===== src/rtl/i2s_loop_fifo.sv =====
// i2s_loop_fifo: stereo sample FIFO that sits between the I2S receiver and
// the I2S transmitter, so that ADC audio can loop back to the DAC.
//
// Each frame holds a left and a right sample. Every read request is answered
// on the next cycle, even when the FIFO is empty: an empty FIFO returns 0/0
// and the miss is counted. The fill level is reported directly. Dropped
// writes (overflow) and empty reads (underflow) are counted with saturating
// counters for debug.
//
// Optional build macro: I2S_LOOP_FIFO_PREFILL_EN
//   When defined, a FILL/RUN state machine holds off popping until the FIFO
//   is half full. It drops back to FILL on any underflow. While in FILL,
//   reads return 0/0 without popping and without counting an underflow.
//   When undefined, the FIFO is permanently in RUN.

module i2s_loop_fifo #(
  parameter int DW    = 24,
  parameter int DEPTH = 16,
  parameter int CW    = 16
) (
  input  logic                     clk,
  input  logic                     rst,
  input  logic [DW-1:0]            wr_ldata,
  input  logic [DW-1:0]            wr_rdata,
  input  logic                     wr_valid,
  input  logic                     rd_en,
  output logic                     rd_valid,
  output logic [DW-1:0]            rd_ldata,
  output logic [DW-1:0]            rd_rdata,
  output logic [$clog2(DEPTH):0]   level,
  output logic                     full,
  output logic                     empty,
  output logic [CW-1:0]            overflow_count,
  output logic [CW-1:0]            underflow_count
);

  localparam int AW = $clog2(DEPTH);
  localparam int LW = AW + 1;
  localparam int FW = 2 * DW;

  localparam logic [LW-1:0] LEVEL_FULL = LW'(DEPTH);
  localparam logic [LW-1:0] LEVEL_HALF = LW'(DEPTH / 2);

  // Saturating event-counter increment: holds at all-ones rather than wrapping.
  function automatic logic [CW-1:0] sat_inc(input logic [CW-1:0] value);
    logic [CW-1:0] result;
    if (value == {CW{1'b1}}) begin
      result = value;
    end else begin
      result = value + 1'b1;
    end
    return result;
  endfunction

  // Frame storage; the left sample sits in the upper half of each word.
  logic [FW-1:0]   mem [DEPTH];

  logic [AW-1:0]   wptr;
  logic [AW-1:0]   rptr;
  logic [LW-1:0]   level_q;
  logic [LW-1:0]   level_next;
  logic [CW-1:0]   ovf_cnt;
  logic [CW-1:0]   unf_cnt;

  logic            is_full;
  logic            is_empty;
  logic            run;
  logic            pop;
  logic            push;
  logic            unf_evt;
  logic            ovf_evt;

  logic [FW-1:0]   rd_frame;

  logic                 vld_p1;
  logic signed [DW-1:0] ldata_p1;
  logic signed [DW-1:0] rdata_p1;

  assign is_full  = (level_q == LEVEL_FULL);
  assign is_empty = (level_q == '0);
  assign rd_frame = mem[rptr];

`ifdef I2S_LOOP_FIFO_PREFILL_EN
  typedef enum logic {
    FILL = 1'b0,
    RUN  = 1'b1
  } state_t;

  state_t state;
  state_t state_next;

  assign run = (state == RUN);

  // Prefill state register; reset always restarts the fill phase.
  always_ff @(posedge clk) begin
    if (rst) begin
      state <= FILL;
    end else begin
      state <= state_next;
    end
  end

  // Leave FILL once the level reaches half depth; fall back on any underflow.
  always_comb begin
    state_next = state;
    case (state)
      FILL: begin
        if (level_next >= LEVEL_HALF) begin
          state_next = RUN;
        end
      end
      RUN: begin
        if (unf_evt) begin
          state_next = FILL;
        end
      end
      default: state_next = FILL;
    endcase
  end
`else
  assign run = 1'b1;
`endif

  // Decide this cycle's pop/push and the resulting level.
  // The pop is decided first. A write into a full FIFO that pops in the same
  // cycle is accepted, because the pop frees a slot. There is no write-to-read
  // bypass, so a read of an empty FIFO underflows even when a write arrives in
  // the same cycle.
  always_comb begin
    pop        = rd_en & run & ~is_empty;
    unf_evt    = rd_en & run & is_empty;
    push       = wr_valid & (~is_full | pop);
    ovf_evt    = wr_valid & is_full & ~pop;
    level_next = level_q;
    case ({push, pop})
      2'b10:   level_next = level_q + 1'b1;
      2'b01:   level_next = level_q - 1'b1;
      default: level_next = level_q;
    endcase
  end

  // Frame storage write port; contents are not reset.
  always_ff @(posedge clk) begin
    if (push) begin
      mem[wptr] <= {wr_ldata, wr_rdata};
    end
  end

  // Pointers, level and saturating event counters.
  always_ff @(posedge clk) begin
    if (rst) begin
      wptr    <= '0;
      rptr    <= '0;
      level_q <= '0;
      ovf_cnt <= '0;
      unf_cnt <= '0;
    end else begin
      if (push) begin
        wptr <= wptr + 1'b1;
      end
      if (pop) begin
        rptr <= rptr + 1'b1;
      end
      level_q <= level_next;
      if (ovf_evt) begin
        ovf_cnt <= sat_inc(ovf_cnt);
      end
      if (unf_evt) begin
        unf_cnt <= sat_inc(unf_cnt);
      end
    end
  end

  // ---- stage p1: read response, one cycle after rd_en ----
  // Every request gets a strobe. The data is the popped frame or 0/0, and it
  // is held between strobes.
  always_ff @(posedge clk) begin
    if (rst) begin
      vld_p1   <= 1'b0;
      ldata_p1 <= '0;
      rdata_p1 <= '0;
    end else begin
      vld_p1 <= rd_en;
      if (rd_en) begin
        if (pop) begin
          ldata_p1 <= rd_frame[FW-1:DW];
          rdata_p1 <= rd_frame[DW-1:0];
        end else begin
          ldata_p1 <= '0;
          rdata_p1 <= '0;
        end
      end
    end
  end

  assign rd_valid        = vld_p1;
  assign rd_ldata        = ldata_p1;
  assign rd_rdata        = rdata_p1;
  assign level           = level_q;
  assign full            = is_full;
  assign empty           = is_empty;
  assign overflow_count  = ovf_cnt;
  assign underflow_count = unf_cnt;

endmodule

===== config.mk =====
export PLATFORM = sky130hd
export DESIGN_NAME = i2s_loop_fifo
export DESIGN_NICKNAME = d
export VERILOG_FILES = /design/src/rtl/i2s_loop_fifo.sv
export SDC_FILE = /design/constraint.sdc
export NUM_CORES = 1
export LEC_CHECK = 0
export BUFFER_PORTS_ARGS = -buffer_cell sky130_fd_sc_hd__buf_2
export CORE_ASPECT_RATIO = 0.9
export CORE_UTILIZATION = 60
export CTS_CLUSTER_DIAMETER = 60
export DETAILED_ROUTE_END_ITERATION = 7
export GPL_ROUTABILITY_DRIVEN = 0
export GPL_TIMING_DRIVEN = 0
export PLACE_DENSITY = 0.78
export SLEW_MARGIN = 40
export SYNTH_ARGS = -nofsm -noshare
export SYNTH_HDL_FRONTEND = slang
export SYNTH_SLANG_ARGS = --single-unit

===== constraint.sdc =====
create_clock -name clk -period 7.5 [get_ports clk]
set_clock_uncertainty 0.2 [all_clocks]
set_input_delay 0.375 -clock clk [delete_from_list [all_inputs] [get_ports clk]]
set_output_delay 0.375 -clock clk [all_outputs]
set_load 0.05 [all_outputs]

==> metrics.cfg <==
[logic_synthesis]
syn_nets=1767
synthCells=1706
yosysMostFrequentCell=edfxtp_1
synth_edf_count=768
syn_avg_cell_area_um2=19.42
syn_area_um2=33140
synth_top_area_cell=edfxtp_1
yosysWarnings=0
synthTopCellsByCount=edfxtp_1, mux4_2, mux2i_1
synth_seq_area_share_pct=75.51
synth.ff_latch_count=866
yosysTopAreaCellShare_pct=69.59
synth_area_leaders=edfxtp_1, mux4_2, dfxtp_1
synth-main-ff-cell=edfxtp_1
ys_async_sr_fraction_pct=0
synth_cell_types=59

[drt]
vias=18682
drt_iter0_drc=2833
drtAntennaViolNets=0
drt-total-wl_um=83000
route.detailed.drc=0
vias_per_cell=6.590
wl_per_cell_um=29.28
dr.pass1.iters=6

[timing]
worst_slack_ns=3.920
maxSlewViolCount=0
max_freq_mhz=279.3
rsz0062_at_grt=false
setup_viol=0
final.period_utilization_pct=47.73
tightest_slew_ns=0.8988
hold-worst-slack_ns=0.04630
hold_viol_final=0
period_needed_ns=3.580
slew_headroom_pct=40.08

[final_layout]
final-seq-area_um2=25020
fill_cells=3115
instances_no_fill=2835
fin_nets=2121
multiInputGateArea_um2=7797
drive_gt1_share_pct=28.32
area_growth_pct=18.03

[power_and_ir_drop]
power_density_nw_per_um2=302.0
power.total_uw=11810
power_leakage_uw=0.01286
irDropWorstVdd_uv=267.1

[worst_setup_path]
crit_fanout=8
path_class=reg2reg
cp_data_arrival_time_ns=3.73
cp.required_ns=7.65
end_kind=register
crit_path_start_kind=register

[outcome]
outcome=complete, no violations

[global_route]
grt_pass1_wl_um=121200
grt_max_degree=18
grt_overflow=0
grt_pass1_vias=18674
grt_usage_pct=30.01
antenna_found_initial=2

[clock_tree]
path_clk_slew_ns=0.06
cts_tree=yes
htree_levels=3
clk_path_buf_depth=3
post_cts_buffers=0
cts-root-buf=clkbuf_16
clk-insertion-delay-late_ns=0.65
cts_repair_resize_count=0
cts.sinks=866
cts_made_buffers=83

[placement]
dpl.cell_count=2631
place_ws_ns=3.959
port_buffers=139
hpwl_um=53400

[run]
cap_violations=0

[floorplan]
die-area_um2=56180
pin_count=140
initial_core_util_pct=60.89
die_w_um=249.7
core_um2=54420
die_h_um=225.0
rows=81

[hold_path]
hold_path.class=in2reg

-- per-layer routing --
| metal | share of wire [%] | track usage [%] | vias to the layer above |
|---|---|---|---|
| met1 | 38 | 42.15 | 9622 |
| met2 | 48 | 47.87 | 1171 |
| li1 | - | - | 7718 |
| met4 | 3.0 | 9.558 | 2 |
| met5 | 0.012 | 0 | - |
| met3 | 10 | 6.249 | 169 |
-- layout by cell type, fill, tap and decap left out, types with 19 or more instances in the layout --
| cell type | synthesis | routed |
|---|---|---|
| edfxtp_1 | 768 | 768 |
| buf_2 | 25 | 190 |
| mux4_2 | 150 | 150 |
| mux2i_1 | 114 | 114 |
| dfxtp_1 | 98 | 98 |
| nor2_1 | 108 | 96 |
| clkbuf_16 | 0 | 83 |
| clkbuf_1 | 50 | 55 |
| dlygate4sd3_1 | 0 | 49 |
| a221o_1 | 47 | 47 |
| a21oi_1 | 29 | 29 |
| mux2_2 | 29 | 29 |
| buf_8 | 0 | 27 |
| nor3_1 | 30 | 25 |
| clkbuf_2 | 0 | 22 |
| buf_4 | 0 | 22 |
| a31oi_1 | 21 | 21 |
| xnor2_1 | 20 | 20 |
| a2bb2oi_1 | 20 | 20 |
| o22ai_1 | 20 | 20 |
| nand2_1 | 19 | 19 |
-- critical path, cell delays in order (launching register included) --
cell	delay, ns
dfxtp_1	0.53
or4_4	0.20
buf_6	0.13
o31a_1	0.13
clkbuf_1	0.29
nand2_1	0.29
nor3_2	0.42
buf_4	0.26
buf_4	0.20
buf_2	0.24
buf_4	0.21
buf_4	0.17
-- logic make-up after synthesis --
kind of cell    after synthesis  share of synthesized area [%]
compound gates              172                          3.968
fa+ha+maj                     9                         0.3398
buf+inv                     106                          1.340
simple gates                227                          3.334
mux                         294                          14.66
flops                       866                          75.51
xor+xnor                     32                         0.8458
-- stage by stage --
stage | utilization [%] | instance area, um^2 | TNS [ns]
floorplan | - | 33140 | 0
finish | 71.87 | 39110 | 0
CTS | 71.83 | 39100 | 0
detailed placement | 65.98 | 35910 | 0
global placement | 63.79 | 34720 | -341.51
global route | 71.86 | 39110 | 0
-- cell type report --
class / count / area share [%]
sequential: 866 / 63.98
inverter: 10 / 0.09597
timing repair buffer: 269 / 5.707
antenna: 1 / 0.006398
buffer: 96 / 1.136
clock buffer: 118 / 5.876
multi-input combinational: 734 / 19.94
tap: 705 / 2.255
clock inverter: 36 / 1.011
-- where the power goes --
group          switching, uW  leakage (uW)  internal, uW
combinational           1340       0.00381           764
sequential               129       0.00773          5440
clock                   1800       0.00132          2330
-- worst paths after layout --
check                  to          from  slack [ns]  cells past startpoint
max            mem[2][15]      level[2]        3.92                     11
min              level[2]      wr_valid        0.05                      4
max reg2reg    mem[2][15]      level[2]        3.92                     11
min reg2reg  rd_ldata[19]  rd_ldata[19]        0.28                      1
-- sequential cells by signal, summed over array words and instances (netlist names), 4 cells and up, named ones only --
name,flops
underflow_count,16
rd_ldata,24
wptr,4
level,5
mem,768
rptr,4
rd_rdata,24
overflow_count,16
-- what timing repair did --
action                                 CTS  global route
hold buffers                            49             0
setup endpoints to repair                0             0
endpoints found under the hold margin  771             0
Power figures use the tool's default switching activity.
